<file path="config.mk">
export PLATFORM = sky130hd
export DESIGN_NAME = pattern_waveform_gen
export DESIGN_NICKNAME = d
export VERILOG_FILES = /design/src/rtl/pattern_waveform_gen.sv
export SDC_FILE = /design/constraint.sdc
export NUM_CORES = 1
export LEC_CHECK = 0
export CAP_MARGIN = 0
export CORE_MARGIN = 3
export CORE_UTILIZATION = 60
export CTS_BUF_LIST = sky130_fd_sc_hd__clkbuf_16
export DETAILED_ROUTE_END_ITERATION = 8
export DONT_BUFFER_PORTS = 1
export GPL_TIMING_DRIVEN = 1
export PLACE_DENSITY = 0.74
export SYNTH_ARGS = -nofsm -noshare
export SYNTH_HDL_FRONTEND = slang
export SYNTH_SLANG_ARGS = --single-unit
</file>
<file path="constraint.sdc">
create_clock -name clock -period 2.96 [get_ports clock]
set_input_delay 0.444 -clock clock [delete_from_list [all_inputs] [get_ports clock]]
set_output_delay 0.444 -clock clock [all_outputs]
set_load 0.03 [all_outputs]
</file>
<file path="src/rtl/pattern_waveform_gen.sv">
// Serial waveform generator: latches a pattern on start and shifts it out MSB-first,
// repeating it a programmable number of times with a start/busy/done handshake.
module pattern_waveform_gen #(
   parameter int WIDTH = 8,
   parameter int CW    = 3,
   parameter int RW    = 4
) (
   input  logic             clock,
   input  logic             clear,
   input  logic             start,
   input  logic [WIDTH-1:0] pattern,
   input  logic [RW-1:0]    repeats,
   input  logic             hold,
   output logic             wave_out,
   output logic [CW-1:0]    phase,
   output logic             busy,
   output logic             done
);

   localparam logic [CW-1:0] LAST_PHASE = CW'(WIDTH - 1);

   typedef enum logic {
      IDLE,
      RUN
   } state_t;

   state_t           state;
   logic [WIDTH-1:0] shadow;
   logic [RW-1:0]    rep_left;
   logic [CW-1:0]    phase_dec;

   assign phase_dec = phase - CW'(1);

   // The phase counter counts down; the wrap at zero is an explicit reload so a
   // new period starts on the very next edge with no gap.
   always_ff @(posedge clock or negedge clear) begin
      if (!clear) begin
         state    <= IDLE;
         wave_out <= 1'b0;
         phase    <= LAST_PHASE;
         busy     <= 1'b0;
         done     <= 1'b0;
         shadow   <= '0;
         rep_left <= '0;
      end else begin
         done <= 1'b0;
         case (state)
            IDLE: begin
               wave_out <= 1'b0;
               busy     <= 1'b0;
               phase    <= LAST_PHASE;
               if (start) begin
                  shadow   <= pattern;
                  rep_left <= repeats;
                  wave_out <= pattern[WIDTH-1];
                  busy     <= 1'b1;
                  state    <= RUN;
               end
            end
            RUN: begin
               // hold freezes everything, including the wrap and the completion step
               if (!hold) begin
                  if (phase != '0) begin
                     phase    <= phase_dec;
                     wave_out <= shadow[phase_dec];
                  end else if (rep_left != '0) begin
                     rep_left <= rep_left - RW'(1);
                     phase    <= LAST_PHASE;
                     wave_out <= shadow[WIDTH-1];
                  end else begin
                     state    <= IDLE;
                     busy     <= 1'b0;
                     wave_out <= 1'b0;
                     phase    <= LAST_PHASE;
                     done     <= 1'b1;
                  end
               end
            end
            default: state <= IDLE;
         endcase
      end
   end

endmodule

</file>
==> metrics.md <==
| Metric | Value |
|---|---|
| Worst hold path type | `in -> async` |
| TritonCTS clock tree | `yes` |
| Post-Route WL | `1.834 mm` |
| Io pins | `22` |
| Worst hold slack | `0.03708 ns` |
| Final Util | `74.10%` |
| Post-CTS setup buffers | `0` |
| Overflow after GRT | `0` |
| Die area | `~2300 um^2` |
| Hold-fix buffers, CTS | `1` |
| Routed wire per std cell | `around 14 um` |
| PortBufs | `0` |
| Pre-CTS WS | `about 0.68 ns` |
| PostCTS Resize Cnt | `0` |
| Final setup margin | `0.6773 ns` |
| Met2 Use GR | `26.83%` |
| Vias in the first global route | `697` |
| Vias per cell | `5.669` |
| Yosys warnings | `0` |
| Async SR Flop Fraction | `100.0%` |
| Worst r2r dst | `wave_out$_DFFE_PN0P_` |
| Reg2Reg Launch Point | `phase[0]$_DFFE_PN1P_` |
| PwrDens | `1135 nW/um^2` |
| Setup crit start kind | `flop` |
| Leakage power | `0.5133 nW` |
| Setup CP Type | `reg -> reg` |
| Met1 Use GR | `23.43%` |
| Die Ht | `around 48 um` |
| Post-Syn Area | `1082 um^2` |
| Fin. max-slew vios | `0` |
| Worst-Skew Late Latency | `0.25 ns` |
| Mapped Nets | `121` |
| Worst-case clock buffer depth | `2` |
| CP arrival | `2.40 ns` |
| Vias | `720` |
| Root Buffer | `clkbuf_16` |
| DRC Markers | `0` |
| # rows | `14` |
| Antenna violations before repair | `0` |
| Pwr Total | `about 1.3 mW` |
| R2R cell count | `6` |
| Final ANT Viol Nets | `0` |
| H-tree depth | `1` |
| Slew HR | `53.93%` |
| Largest net degree at the start of global routing | `17` |
| Top post-synthesis cells by area | `dfrtp_1 (37%), mux2_2 (9.4%), dfstp_2 (7.3%)` |
| Least-Margin Pin Slew | `0.6888 ns` |
| Clock Sinks | `19` |
| Gate power share | `37.8%` |
| Status | `completed` |
| Share of cells above drive strength 1 | `a little over a fifth` |
| Worst vdd ir | `about 0.7 mV` |
| Final GP Congestion | `0.7369` |
| 1st-pass router iterations | `4` |
| Endpoint class of the critical path | `flop` |
| Starting Density | `67.90%` |
| Max Freq | `438.1 MHz` |
| Crit path time final | `2.283 ns` |
| First-pass GRT wire length | `3.215 mm` |
| Nets | `between 100 and 150` |
| Switch Pwr | `0.4904 mW` |
| Synth Area per Inst | `10.61 um^2` |
| Num CTS Buffers | `3` |
| Clock power share | `20.3%` |
| Count leader, synth | `dfrtp_1` |
| Iter 0 DRT Violations | `27` |
| Final period utilization | `77.12%` |
| CP max FO | `8` |
| Cell variety after synth | `32` |
| Fill count | `104` |
| Diode count | `0` |
| TNS Setup | `0 ns` |
| Max Cap Violations | `0` |
| Number of synthesized flops with an enable pin | `0` |
| Clk_skew | `0.001813 ns` |
| GRT Total Usage | `17.62%` |
| P_int | `0.8507 mW` |
| CP required | `~3 ns` |
| Leading area contributor after synthesis | `dfrtp_1` |
| Net Sw Frac | `36.57%` |
| Final setup vio count | `0` |
| Setup slack, reg-to-reg | `0.68 ns` |
| Seq/Total Area, Yosys | `44.28%` |
| Dpl hpwl | `1.368 mm` |
| Sequential share of power | `41.9%` |
| RSZ-0062 raised after global routing | `no` |
| Reg clk slew, reported paths | `0.05 ns` |
| Synth top cells by count | `dfrtp_1 (16), nand2_1 (11), mux2_2 (9)` |
| Area growth, synth to finish | `9.133%` |
| Die Wd | `48.47 um` |
| Hold Fails Final Rpt | `0` |
| Core footprint | `1594 um^2` |
| Ys flop type | `dfrtp_1` |
| Cells after synthesis | `slightly above 100` |
| Gr busiest metal | `met2` |
| Synthesized flop and latch total | `19` |
| Global Route met3 Usage | `8.282%` |
| Synth top area share | `between 30% and 40%` |
[cells by family (layout without fill, tap and decap cells)]
group                      count (synthesis)  count (layout)  share of synthesized area, %
and+or+nand+nor                           35              35                         16.19
AOI/OAI and AO/OA                         16              16                         11.91
muxes                                     15              15                         17.92
xor gates and xnor gates                   1               1                        0.8094
DFF                                       19              19                         44.28
buffers and inverters                     13              14                         5.434
adders and majority gates                  3               3                         3.469
[through the flow]
step	area (um^2)	instances
finish	1181	127
floorplan	1082	102
global placement	1091	122
detailed placement	1091	122
CTS	1181	127
global route	1181	127
[layout by cell type, fill, tap and decap left out, types with 2 or more instances in the layout]
master	netlist	layout
clkbuf_16	0	3
a222oi_1	2	2
dfstp_2	3	3
nor2b_1	6	6
or2_2	2	2
o21ai_0	6	6
inv_1	8	8
ha_1	3	3
nand3_1	2	2
nor2_1	8	8
mux4_1	2	2
dfrtp_1	16	16
nand2_1	11	11
mux2_2	9	9
mux2i_1	4	4
[worst max-delay path: stages (launching register included)]
cell	delay (ns)
dfstp_2	0.70
inv_1	0.12
ha_1	0.41
mux4_1	0.58
mux2i_1	0.13
or4_1	0.13
o211ai_2	0.08
[metal layers]
layer / vias to the layer above / part of all wire, %
met2: 22 / 47
li1: 363 / -
met5: - / 0
met3: 0 / 7.5
met1: 335 / 46
met4: 0 / 0
[worst max-delay path by stage]
stage	from	end	slack [ns]	cells after the start
5_1_grt	phase[0]$_DFFE_PN1P_	wave_out$_DFFE_PN0P_	0.52	6
2_1_floorplan	phase[0]$_DFFE_PN1P_	wave_out$_DFFE_PN0P_	0.74	7
4_1_cts	phase[0]$_DFFE_PN1P_	wave_out$_DFFE_PN0P_	0.67	6
3_5_place_dp	phase[0]$_DFFE_PN1P_	wave_out$_DFFE_PN0P_	0.68	6
3_3_place_gp	phase[0]$_DFFE_PN1P_	wave_out$_DFFE_PN0P_	0.75	6
6_report	phase[0]$_DFFE_PN1P_	wave_out$_DFFE_PN0P_	0.68	6
[state kept, by name (all words and copies together) (netlist names)]
| signal | flops |
|---|---|
| shadow | 8 |
| rep_left | 4 |
| busy | 1 |
| wave_out | 1 |
| state | 1 |
| phase | 3 |
| done | 1 |
[area by class of cell]
class	instances	area [um^2]	area share, %
clock buffers	3	75.07	6.356
multi-input cells	70	544.3	46.08
inverters	8	30.03	2.542
well taps	24	30.03	2.542
flip-flops and latches	19	479.2	40.57
repair buffers	2	17.52	1.483
clock inverters	1	5.005	0.4237
[power groups by stage]
stage | clock network, mW | logic (mW) | registers (mW)
global route | 0.295 | 0.571 | 0.585
floorplan | 0 | 0.473 | 0.518
CTS | 0.276 | 0.511 | 0.563
finish | 0.273 | 0.506 | 0.562
detailed placement | 0 | 0.503 | 0.567
global placement | 0 | 0.481 | 0.562
(Power assumes the default switching activity.)
